--- config.mk ---
export PLATFORM = sky130hd
export DESIGN_NAME = or_combination_scheduler
export DESIGN_NICKNAME = d
export VERILOG_FILES = /design/src/rtl/or_combination_scheduler.sv
export SDC_FILE = /design/constraint.sdc
export NUM_CORES = 1
export LEC_CHECK = 0
export CAP_MARGIN = 20
export CORE_MARGIN = 2
export CORE_UTILIZATION = 50
export CTS_BUF_LIST = sky130_fd_sc_hd__clkbuf_2 sky130_fd_sc_hd__clkbuf_4 sky130_fd_sc_hd__clkbuf_8
export DETAILED_ROUTE_END_ITERATION = 10
export GPL_TIMING_DRIVEN = 0
export PLACE_DENSITY = 0.77
export SLEW_MARGIN = 40
export SYNTH_ARGS = -nofsm -noshare
export SYNTH_HDL_FRONTEND = slang
export SYNTH_SLANG_ARGS = --single-unit
--- constraint.sdc ---
create_clock -name clk -period 3.8 [get_ports clk]
set_input_delay 1.14 -clock clk [delete_from_list [all_inputs] [get_ports clk]]
set_output_delay 1.14 -clock clk [all_outputs]
set_load 0.01 [all_outputs]
--- src/rtl/or_combination_scheduler.sv ---
// Sequential r-of-SIZE combination scanner: walks every candidate mask once,
// one per clock, and reports whether any r-subset of nums is fully set.
//
// state | meaning
// IDLE  | waiting for start; last results held
// SCAN  | evaluating candidate v, v = 0 .. 2^SIZE-1
// DONE  | one-cycle done pulse, results final
module or_combination_scheduler #(
    parameter int SIZE = 5,
    parameter int RW   = 3,
    parameter int CW   = 8
) (
    input  logic            clk,
    input  logic            rst_n,
    input  logic            start,
    input  logic [SIZE-1:0] nums,
    input  logic [RW-1:0]   r,
    output logic            busy,
    output logic            done,
    output logic            result,
    output logic [SIZE-1:0] first_mask,
    output logic [CW-1:0]   match_count,
    output logic [CW-1:0]   comb_count
);

    localparam int PW = $clog2(SIZE + 1);

    typedef enum logic [1:0] {
        IDLE = 2'd0,
        SCAN = 2'd1,
        DONE = 2'd2
    } state_t;

    state_t          state, state_nx;
    logic            rst_sync_q;
    logic            accept;
    logic [SIZE-1:0] v;
    logic [SIZE-1:0] nums_q;
    logic [RW-1:0]   r_q;
    logic [PW-1:0]   pop;
    logic            is_comb;
    logic            is_match;

    // Start is gated until one clean edge has passed after reset release.
    always_ff @(posedge clk or negedge rst_n) begin
        if (!rst_n) rst_sync_q <= 1'b0;
        else        rst_sync_q <= 1'b1;
    end

    always_ff @(posedge clk or negedge rst_n) begin
        if (!rst_n) state <= IDLE;
        else        state <= state_nx;
    end

    always_comb begin
        state_nx = state;
        accept   = 1'b0;
        case (state)
            IDLE: begin
                if (start && rst_sync_q) begin
                    accept   = 1'b1;
                    state_nx = SCAN;
                end
            end
            SCAN:    if (v == '1) state_nx = DONE;
            DONE:    state_nx = IDLE;
            default: state_nx = IDLE;
        endcase
    end

    always_comb begin
        pop = '0;
        for (int i = 0; i < SIZE; i++) pop = pop + PW'(v[i]);
    end

    assign is_comb  = (32'(pop) == 32'(r_q));
    assign is_match = is_comb && ((v & nums_q) == v);

    always_ff @(posedge clk or negedge rst_n) begin
        if (!rst_n) begin
            nums_q      <= '0;
            r_q         <= '0;
            v           <= '0;
            result      <= 1'b0;
            first_mask  <= '0;
            match_count <= '0;
            comb_count  <= '0;
        end else if (accept) begin
            nums_q      <= nums;
            r_q         <= r;
            v           <= '0;
            result      <= 1'b0;
            first_mask  <= '0;
            match_count <= '0;
            comb_count  <= '0;
        end else if (state == SCAN) begin
            if (is_comb && (comb_count != '1))
                comb_count <= comb_count + CW'(1);
            if (is_match) begin
                if (match_count != '1) match_count <= match_count + CW'(1);
                result <= 1'b1;
                // result is still clear only before the first match
                if (!result) first_mask <= v;
            end
            if (v != '1) v <= v + SIZE'(1);
        end
    end

    assign busy = (state == SCAN);
    assign done = (state == DONE);

endmodule

==> run_results.csv <==
group,metric,value,unit
critical_path,cp.required,3.98,ns
final_layout,final_area,2425,um2
worst_hold_path,hold-path-cell-count,2,
grt,grt_max_degree,21,
route,wirelength,3.631,mm
yosys,synthCells,201,
yosys,ys_warn_count,0,
sta,final.setup.tns,0,ns
grt,antenna_found_initial,0,
sta,slew_viol_final,0,
route,via_per_inst,5.169,
route,drc,0,
critical_path,critical_path_class,"flop to flop",
floorplan,rows,22,
cts,cts_tree,"built",
yosys,synth_ff_type,"dfrtp_1",
grt,grt_remaining_overflow,0,
pwr,power.switching,0.7806,mW
yosys,async_flop_share,100.0,%
place,port_buffers,34,
route,vias,1499,
yosys,synth_top_area_cell,"dfrtp_1",
sta,skew,0.005252,ns
cts,clock-sinks,38,
pwr,pwr-share-clk,13.9,%
cts,insertion_delay,0.29,ns
sta,hold_viol,0,
pwr,seqPwrFrac,36.4,%
final_layout,final_cell_mix,"50 x nand2_1, 38 x dfrtp_1, 33 x clkdlybuf4s50_1",
critical_path,arrival,3.43,ns
sta,fin_ws,0.5490,ns
final_layout,final_layout_size_suffix_gt1_share,5.372,%
pwr,p_leak,1.110,nW
yosys,synth-edff-count,0,
sta,fmax,307.6,MHz
floorplan,start_util,52.19,%
route,drt_iter0_markers,99,
pwr,p_comb_share,49.7,%
pwr,powerDensity,796.8,nW/um2
sta,period_share,85.55,%
floorplan,die_h,65.82,um
sta,worstMarginPinSlew,0.6558,ns
grt,track_usage,20.08,%
run,max_cap_violations,0,
cts,cts_made_buffers,5,
yosys,ys_ff_latch,38,
sta,min_period,3.251,ns
cts,cts-hold-fix-buffers,0,
status,outcome,"finished, final reports clean",
cts,root_buffer,"clkbuf_8",
sta,rsz0062_at_grt,"no",
yosys,syn-num-nets,219,
yosys,synth_area_leaders,"dfrtp_1 50%, nand2_1 9.8%, mux2i_1 4.7%",
place,placed_cell_area,2333,um2
yosys,ys_seq_area_share,49.77,%
final_layout,multi_input_comb_area,904.6,um2
grt,grt_pass1_vias,1409,
critical_path,path_max_fanout,9,
sta,setup_violations,0,
floorplan,die_area,4332,um2
route,ant_nets,0,
cts,ctsLongestPathBuffers,2,
pwr,power.internal,1.152,mW
place,post-place-ws,0.4603,ns
floorplan,coreArea,3661,um2
final_layout,register_area,950.9,um2
final_layout,area_delta_synth_final,26.92,%
critical_path,start_kind,"flop",
pwr,max-vdd-ir-drop,0.0004266,V
cts,post_cts_resized,0,
yosys,syn_area_per_cell,9.505,um2
final_layout,fill_cells,305,
critical_path,worstSetupEndpointType,"flop",
grt,grt_pass1_wl,6.458,mm
final_layout,nets,261,
worst_hold_path,hp-class,"flop to flop",
yosys,synth_area,1911,um2
yosys,synth_top_cell_area_share,49.77,%
cts,cts_setup_buffers,0,
pwr,power.share.switching,40.40,%
sta,relSlewSlack,56.28,%
cts,htreeDepth,2,
route,wl_per_cell,12.52,um
final_layout,antenna_cells,0,
final_layout,final_common_cell,"nand2_1",
route,first_pass_iters,4,
floorplan,io-pin-count,35,
place,dp_hpwl,2.634,mm
yosys,ys_types,31,
critical_path,worstRegToRegCells,10,
floorplan,dieWidth,65.82,um
cts,cts.reportedPaths.clkPinSlew,0.07,ns
place,gp_congestion,0.8181,
## path summary, 6_finish.rpt
kind,from,end,slack (ns)
hold reg to reg,nums_q[1]$_DFFE_PN0P_,nums_q[1]$_DFFE_PN0P_,0.47
setup reg to reg,v[0]$_DFFE_PN0P_,match_count[4]$_DFFE_PN0P_,0.55
max in group asynchronous,rst_n,nums_q[2]$_DFFE_PN0P_,2.56
hold / removal,nums_q[1]$_DFFE_PN0P_,nums_q[1]$_DFFE_PN0P_,0.47
setup / recovery,v[0]$_DFFE_PN0P_,match_count[4]$_DFFE_PN0P_,0.55
min in group asynchronous,rst_n,first_mask[4]$_DFFE_PN0P_,0.80
## routing by layer
metal | up-vias | part of all wire, % | track usage (%)
met2 | 35 | 48 | 32.45
met1 | 714 | 46 | 26.13
met4 | 0 | 2.0 | 8.594
met5 | - | 0 | 0
met3 | 6 | 4.8 | 4.259
li1 | 744 | - | -
## power groups by stage
| stage | logic (mW) | registers [mW] | clock network, mW |
|---|---|---|---|
| 4_1_cts | 0.960 | 0.701 | 0.275 |
| 6_report | 0.960 | 0.703 | 0.269 |
| 3_5_place_dp | 0.953 | 0.706 | 0 |
| 3_3_place_gp | 0.918 | 0.704 | 0 |
| 2_1_floorplan | 0.628 | 0.716 | 0 |
| 5_1_grt | 1.08 | 0.729 | 0.297 |
## state kept, by name, summed over array words and instances, names as in the netlist
register     cells
r_q              3
nums_q           5
rst_sync_q       1
comb_count       8
state            2
v                5
first_mask       5
result           1
match_count      8
## stage by stage
step	instances	power (mW)	utilization [%]	hold WS [ns]
4_1_cts	290	1.936	65.99	0.4725
3_3_place_gp	283	1.622	63.12	0.4549
6_report	290	1.932	66.23	0.4671
5_1_grt	290	2.105	66.23	0.4986
2_1_floorplan	201	1.344	-	0.4369
3_5_place_dp	284	1.659	63.74	0.4572
## critical path: stages (launching register included)
cell and delay [ns]:
dfrtp_1 0.44, inv_1 0.10, fa_1 0.50, fa_1 0.39
inv_1 0.07, ha_1 0.23, xnor2_1 0.26, nand4_4 0.23
nor4_4 0.59, nand4_1 0.18, mux2i_1 0.15
## cells in the mapped netlist (2+ instances only)
cell,n
o21ai_0,9
inv_1,11
nor2b_1,2
xnor2_1,10
dfrtp_1,38
a21o_1,2
nand2b_1,3
clkbuf_1,6
fa_1,2
nor2_1,17
nand3_1,6
nor4_1,2
ha_1,5
a21oi_1,4
nor3_1,3
mux2i_1,9
and3_1,7
nand2_1,50
nand4_1,3
## cell families after synthesis
| kind of cell | share of synthesized area (%) |
|---|---|
| buffers and inverters | 3.340 |
| other | 0.1963 |
| DFF | 49.77 |
| xor gates and xnor gates | 5.436 |
| muxes | 4.715 |
| AOI/OAI and AO/OA | 5.436 |
| and+or+nand+nor | 25.74 |
| adders and majority gates | 5.370 |
## cell type report
cell class | count | share of cell area, %
plain buffers | 6 | 0.9288
clock buffers | 6 | 3.406
inverters | 11 | 1.703
multi-input cells | 146 | 37.31
flip-flops and latches | 38 | 39.22
well taps | 48 | 2.477
repair buffers | 35 | 14.96
Power figures use the tool's default switching activity.
